## src/rtl/fsm_pkg.sv

```systemverilog
// Shared definitions between the serial code framer and the sequence-detect FSM it feeds.
package fsm_pkg;

  // Code shown on the FSM input when nothing is presented ("hold state").
  localparam logic [2:0] IDLE_CODE = 3'b000;
  // Codes the downstream FSM reacts to.
  localparam logic [2:0] IN_1      = 3'b011;
  localparam logic [2:0] IN_0      = 3'b100;

  // Framer state: FILL while collecting W fresh bits, RUN once the window is valid.
  typedef enum logic {
    FILL = 1'b0,
    RUN  = 1'b1
  } framer_state_t;

endpackage

```

## src/rtl/code_fifo.sv

```systemverilog
// Small W x DEPTH FIFO holding framed codes. A pop frees its slot before a push in the
// same cycle, so a full FIFO accepts a push when it is popped at the same edge.
// Pointers carry one extra wrap bit; full = wrap bits differ, index bits equal.
module code_fifo #(
  parameter int W     = 3,
  parameter int DEPTH = 2
) (
  input  logic         clock,
  input  logic         reset,
  input  logic         push,
  input  logic         pop,
  input  logic [W-1:0] din,
  output logic [W-1:0] head,
  output logic         full,
  output logic         empty
);

  localparam int AW = $clog2(DEPTH);

  logic [W-1:0] mem [DEPTH];
  logic [AW:0]  wr_ptr;
  logic [AW:0]  rd_ptr;
  logic         do_push;
  logic         do_pop;

  assign empty   = (wr_ptr == rd_ptr);
  assign full    = (wr_ptr[AW] != rd_ptr[AW]) && (wr_ptr[AW-1:0] == rd_ptr[AW-1:0]);
  assign do_pop  = pop && !empty;
  assign do_push = push && (!full || do_pop);
  assign head    = mem[rd_ptr[AW-1:0]];

  // Pointer update; pointers wrap naturally through the extra MSB.
  always_ff @(posedge clock) begin
    if (reset) begin
      wr_ptr <= '0;
      rd_ptr <= '0;
    end else begin
      if (do_push) wr_ptr <= wr_ptr + 1'b1;
      if (do_pop)  rd_ptr <= rd_ptr + 1'b1;
    end
  end

  // Storage write; contents need no reset because empty masks the head.
  always_ff @(posedge clock) begin
    if (do_push) mem[wr_ptr[AW-1:0]] <= din;
  end

endmodule

```

## src/rtl/serial_code_framer.sv

```systemverilog
// Deserialises a serial bit stream into W-bit codes (MSB first) for the sequence-detect FSM.
// Sliding mode emits a code per valid bit once W bits are held; block mode emits one code
// per W bits. Codes are queued in a small FIFO; dropped codes are flagged and counted.
//
// Handshake: out_valid is high whenever the FIFO holds a code and out_code then shows the
// head; a transfer happens on a rising edge where out_valid & out_ready, and out_code is
// held stable while out_valid=1 and out_ready=0. out_ready while out_valid=0 is ignored.
// bit_valid has no backpressure: every valid bit is accepted.
module serial_code_framer #(
  parameter int             W         = 3,
  parameter int             DEPTH     = 2,
  parameter logic [W-1:0]   IDLE_CODE = fsm_pkg::IDLE_CODE,
  parameter int             CNT_W     = 8
) (
  input  logic             clock,
  input  logic             reset,
  input  logic             bit_in,
  input  logic             bit_valid,
  input  logic             mode,
  input  logic             out_ready,
  input  logic             clear_ovf,
  output logic [W-1:0]     out_code,
  output logic             out_valid,
  output logic             window_full,
  output logic             overflow,
  output logic [CNT_W-1:0] drop_count
);

  import fsm_pkg::*;

  localparam int FW = (W > 2) ? $clog2(W) : 1;
  localparam logic [FW-1:0] LAST_FILL = FW'(W - 1);

  framer_state_t state;
  logic          mode_q;
  logic [W-1:0]  window;
  logic [FW-1:0] fill;
  logic [W-1:0]  next_window;
  logic          mode_change;
  logic          emit;
  logic          pop;
  logic          drop;
  logic [W-1:0]  fifo_head;
  logic          fifo_full;
  logic          fifo_empty;

  assign next_window = {window[W-2:0], bit_in};
  assign mode_change = (mode != mode_q);
  assign out_valid   = !fifo_empty;
  assign out_code    = out_valid ? fifo_head : IDLE_CODE;
  assign window_full = (state == RUN);
  assign pop         = out_valid && out_ready;
  assign drop        = emit && fifo_full && !pop;

  // Decide whether the bit sampled this cycle completes a code.
  always_comb begin
    emit = 1'b0;
    if (bit_valid && !mode_change) begin
      if (state == RUN && !mode_q) emit = 1'b1;
      else                         emit = (fill == LAST_FILL);
    end
  end

  // Framing FSM and shift window; a mode change restarts the fill count but keeps bits.
  always_ff @(posedge clock) begin
    if (reset) begin
      state  <= FILL;
      mode_q <= 1'b0;
      window <= '0;
      fill   <= '0;
    end else begin
      mode_q <= mode;
      if (bit_valid) window <= next_window;
      if (mode_change) begin
        state <= FILL;
        fill  <= '0;
      end else if (bit_valid && (state == FILL || mode_q)) begin
        if (fill == LAST_FILL) begin
          state <= RUN;
          fill  <= '0;
        end else begin
          fill <= fill + 1'b1;
        end
      end
    end
  end

  // Sticky overflow flag and saturating drop counter; a drop beats a clear in the same cycle.
  always_ff @(posedge clock) begin
    if (reset) begin
      overflow   <= 1'b0;
      drop_count <= '0;
    end else if (drop) begin
      overflow <= 1'b1;
      if (clear_ovf)              drop_count <= CNT_W'(1);
      else if (drop_count != '1)  drop_count <= drop_count + 1'b1;
    end else if (clear_ovf) begin
      overflow   <= 1'b0;
      drop_count <= '0;
    end
  end

  code_fifo #(
    .W     (W),
    .DEPTH (DEPTH)
  ) u_fifo (
    .clock (clock),
    .reset (reset),
    .push  (emit),
    .pop   (pop),
    .din   (next_window),
    .head  (fifo_head),
    .full  (fifo_full),
    .empty (fifo_empty)
  );

endmodule

```

## config.mk

```make
export PLATFORM = sky130hd
export DESIGN_NAME = serial_code_framer
export DESIGN_NICKNAME = d
export VERILOG_FILES = /design/src/rtl/fsm_pkg.sv /design/src/rtl/code_fifo.sv /design/src/rtl/serial_code_framer.sv
export SDC_FILE = /design/constraint.sdc
export NUM_CORES = 1
export LEC_CHECK = 0
export BUFFER_PORTS_ARGS = -buffer_cell sky130_fd_sc_hd__buf_4
export CORE_MARGIN = 5
export CORE_UTILIZATION = 57
export CTS_BUF_LIST = sky130_fd_sc_hd__clkbuf_8
export CTS_CLUSTER_SIZE = 14
export DETAILED_ROUTE_END_ITERATION = 10
export PLACE_DENSITY = 0.8
export SLEW_MARGIN = 20
export SYNTH_ARGS = -nofsm -noshare
export SYNTH_HDL_FRONTEND = slang
export SYNTH_HIERARCHICAL = 1
export SYNTH_SLANG_ARGS = --single-unit
export TNS_END_PERCENT = 10
```

## constraint.sdc

```tcl
create_clock -name clock -period 2.2 [get_ports clock]
set_clock_uncertainty 0.05 [all_clocks]
set_input_delay 0.11 -clock clock [delete_from_list [all_inputs] [get_ports clock]]
set_output_delay 0.11 -clock clock [all_outputs]
set_load 0.005 [all_outputs]
```

==> flow_summary_export.csv <==
group,metric,value,unit
yosys,syn_area_per_cell,9.58,um^2
grt,antenna_found_initial,0,
die,start_util,58.6,%
worst_setup_path,critPathLaunchType,"register",
finish,drive_gt1_share,28.1,%
detailed_routing,vias_per_cell,6.13,
power_and_ir_drop,pwr-share-clk,42.0,%
yosys,synthCells,134,
grt,gr-total-overflow,0,
clocking,clkSlewWorstSetupHoldPaths,0.09,ns
grt,grt_max_degree,17,
yosys,synth_warnings,6,
timing,fin_crit_sh,95.0,%
finish,antenna_cells,0,
worst_setup_path,regToRegSetupSlack,0.11,ns
placed_design,place_hpwl,1970,um
detailed_routing,drcViolationCount,0,
finish,nNetsFinal,169,
clocking,ctsLongestPathBuffers,2,
grt,grt_pass1_vias,1110,
yosys,seq_area_frac_synth,45.2,%
power_and_ir_drop,p_int,0.753,mW
timing,finalMaxSlewViolations,0,
die,die_h,57.5,um
power_and_ir_drop,pwr_density_cell,583,mW/mm^2
yosys,synth_top_area_share,31.2,%
clocking,root_buffer,"clkbuf_8",
worst_setup_path,slowest_delay,0.47,ns
timing,rsz0062_at_grt,"true",
power_and_ir_drop,combPwrFrac,4.3,%
yosys,ys_dominant_reg_cell,"dfxtp_1",
detailed_routing,firstDrtPassIters,4,
yosys,synth-async-reset-ratio,0,%
grt,grt_pass1_wl,4610,um
placed_design,pre_cts_ws,0.00941,ns
power_and_ir_drop,p_leak,0.610,nW
yosys,yosysMostFrequentCell,"dfxtp_1",
yosys,syn_area,0.00128,mm^2
yosys,ys_ff_latch,26,
flow_run,drv_cap,0,
worst_setup_path,r2r_start,"u_fifo/rd_ptr[1]",
timing,tightestPinTransition,0.473,ns
timing,finalSetupViolCount,0,
yosys,synth_cell_types,45,
worst_setup_path,cp.arrival,1.99,ns
min_path,min_path_type,"input port to register",
detailed_routing,avgRoutedWirePerCell,15.0,um
timing,post-route-min-period,2.09,ns
yosys,yosys-top-cells-area,"dfxtp_1 (31%), edfxtp_1 (14%), a21oi_1 (4.3%)",
worst_setup_path,path_cells,"xor2_2, nor2_2, or2b_2, inv_1, nor3_1, nor3_2",
worst_setup_path,reg2reg_to,"u_fifo/mem[0][2]",
timing,finalHoldViolCount,0,
power_and_ir_drop,max-vdd-ir-drop,0.449,mV
die,die_w,57.5,um
die,fp-row-count,17,
yosys,syn_nets,142,
worst_setup_path,cp_top_family,"simple AND/OR/NAND/NOR gates",
placed_design,numPortBuffers,20,
worst_setup_path,crit_fanout,6,
die,io-pin-count,21,
detailed_routing,drt_wl_total,2820,um
grt,grt_usage,17.5,%
yosys,synth_top_cell_by_area,"dfxtp_1",
worst_setup_path,crit_slowest_cell,"dfxtp_1",
clocking,cts_sinks,26,
power_and_ir_drop,p_sw,0.168,mW
min_path,hp-start,"mode",
outcome,status,"complete, no violations",
detailed_routing,dr_total_vias,1152,
timing,setup_ws,0.111,ns
worst_setup_path,rr_worst_depth,6,
clocking,htreeDepth,1,
finish,fillers,180,
power_and_ir_drop,switching_share,18.2,%
finish,area_delta_synth_final,23.2,%
timing,slew_headroom,68.4,%
worst_setup_path,path_class,"register to register",
worst_setup_path,worst-path-buf-inv,1,
worst_setup_path,crit_cells,6,
die,core,0.00219,mm^2
detailed_routing,drt_iter0_markers,51,
die,dieArea,0.00330,mm^2
worst_setup_path,end_kind,"register",
worst_setup_path,worstPathRequired,2.10,ns
clocking,cts_tree,"yes",
clocking,clock_latency,0.26,ns
clocking,numCtsBuffers,3,
yosys,synth_common_cells,"dfxtp_1 (20), a21oi_1 (11), inv_1 (9), nand2_1 (9), nor2_1 (9)",
power_and_ir_drop,seqPwrFrac,53.7,%
detailed_routing,ant_nets,0,
min_path,holdPathStages,2,
finish,postLayoutCoreUtil,72.2,%
min_path,whs_endpoint,"mode_q",
placed_design,gp_congestion,0.832,
timing,fmax,479,MHz
yosys,synth_edf_count,6,
stage by stage:
stage | instance area (um^2) | std cells | power (mW) | hold WS [ns] | TNS [ns]
after floorplan | 1280 | 134 | 0.525 | 0.129 | 0
final | 1580 | 188 | 0.921 | 0.0326 | 0
after CTS | 1560 | 186 | 0.928 | 0.0296 | 0
after detailed placement | 1470 | 181 | 0.543 | 0.258 | 0
after global placement | 1470 | 181 | 0.541 | 0.258 | 0
after global routing | 1580 | 188 | 0.955 | 0.0591 | -0.0168
layout make-up:
cell class,count,area (um^2),area share (%)
Timing Repair Buffer,25,190,12.0
Clock inverter,1,30.0,1.90
Sequential cell,26,581,36.7
Multi-Input combinational cell,96,671,42.4
Inverter,9,33.8,2.14
Clock buffer,3,41.3,2.61
Tap cell,28,35.0,2.22
cell usage in the layout (no fill, tap or decap), types with 2 or more instances in the layout:
| cell | netlist | final |
|---|---|---|
| dfxtp_1 | 20 | 20 |
| xnor2_1 | 2 | 2 |
| nor2b_1 | 4 | 4 |
| o211ai_1 | 2 | 3 |
| edfxtp_1 | 6 | 6 |
| mux2_2 | 3 | 3 |
| a21oi_2 | 1 | 2 |
| or4_1 | 5 | 5 |
| a21oi_1 | 11 | 10 |
| o211a_1 | 2 | 2 |
| nand3_1 | 6 | 6 |
| a31oi_1 | 2 | 2 |
| a41oi_1 | 2 | 2 |
| o21ai_0 | 2 | 2 |
| buf_4 | 0 | 24 |
| clkbuf_8 | 0 | 3 |
| or3_1 | 3 | 3 |
| nor3_1 | 3 | 2 |
| nand2_1 | 9 | 9 |
| o31ai_1 | 4 | 4 |
| inv_1 | 9 | 9 |
| nor2_1 | 9 | 8 |
| mux2i_1 | 3 | 3 |
flip-flops by register name (all words and copies together), names as in the netlist, named ones only:
register       cells
u_fifo/mem         6
u_fifo/rd_ptr      2
window             2
mode_q             1
overflow           1
fill               2
drop_count         8
window_full        1
u_fifo/wr_ptr      2
worst max-delay path by stage:
stage / from / to / slack, ns
global route: u_fifo/wr_ptr[1] / u_fifo/wr_ptr[1] / -0.02
CTS: u_fifo/rd_ptr[1] / drop_count[3] / 0.01
detailed placement: u_fifo/rd_ptr[1] / u_fifo/mem[0][0] / 0.009
floorplan: u_fifo/wr_ptr[0] / u_fifo/mem[0][0] / 0.16
global placement: u_fifo/rd_ptr[1] / u_fifo/mem[0][0] / 0.07
finish: u_fifo/rd_ptr[1] / u_fifo/mem[0][2] / 0.11
power groups by stage:
stage | registers, mW | logic, mW | clock network, mW
2_1_floorplan | 0.505 | 0.0194 | 0
3_3_place_gp | 0.506 | 0.0353 | 0
3_5_place_dp | 0.506 | 0.0370 | 0
4_1_cts | 0.495 | 0.0391 | 0.394
5_1_grt | 0.496 | 0.0436 | 0.415
6_report | 0.495 | 0.0394 | 0.387
cells by family (layout without fill, tap and decap cells):
family          after synthesis  after routing  synth area share, %
simple gates                 52             52                 23.5
compound gates               31             32                 16.9
flops                        26             26                 45.2
buf+inv                      13             38                 4.00
mux                           7              7                 6.14
xor+xnor                      4              4                 3.31
fa+ha+maj                     1              1                0.975
layer usage:
metal | global-route usage [%] | routed length [um]
met1 | 20.4 | 1170
met2 | 30.3 | 1430
met3 | 3.39 | 153
met4 | 8.28 | 63
met5 | 0 | 0
worst reg2reg max path, cell delays in order (launching register included):
cell and delay (ns):
dfxtp_1 0.47, xor2_2 0.26, nor2_2 0.10, or2b_2 0.37, inv_1 0.19, nor3_1 0.11, nor3_2 0.23
what timing repair did:
| item | CTS | global route |
|---|---|---|
| hold endpoints to repair | 2 | 0 |
| resized for setup | 1 | 2 |
| hold buffers | 1 | 0 |
| setup buffers | 0 | 1 |
| gates cloned | 0 | 1 |
| endpoints found under the setup margin | 3 | 9 |
Note: power is estimated with default switching activity, not from simulation.
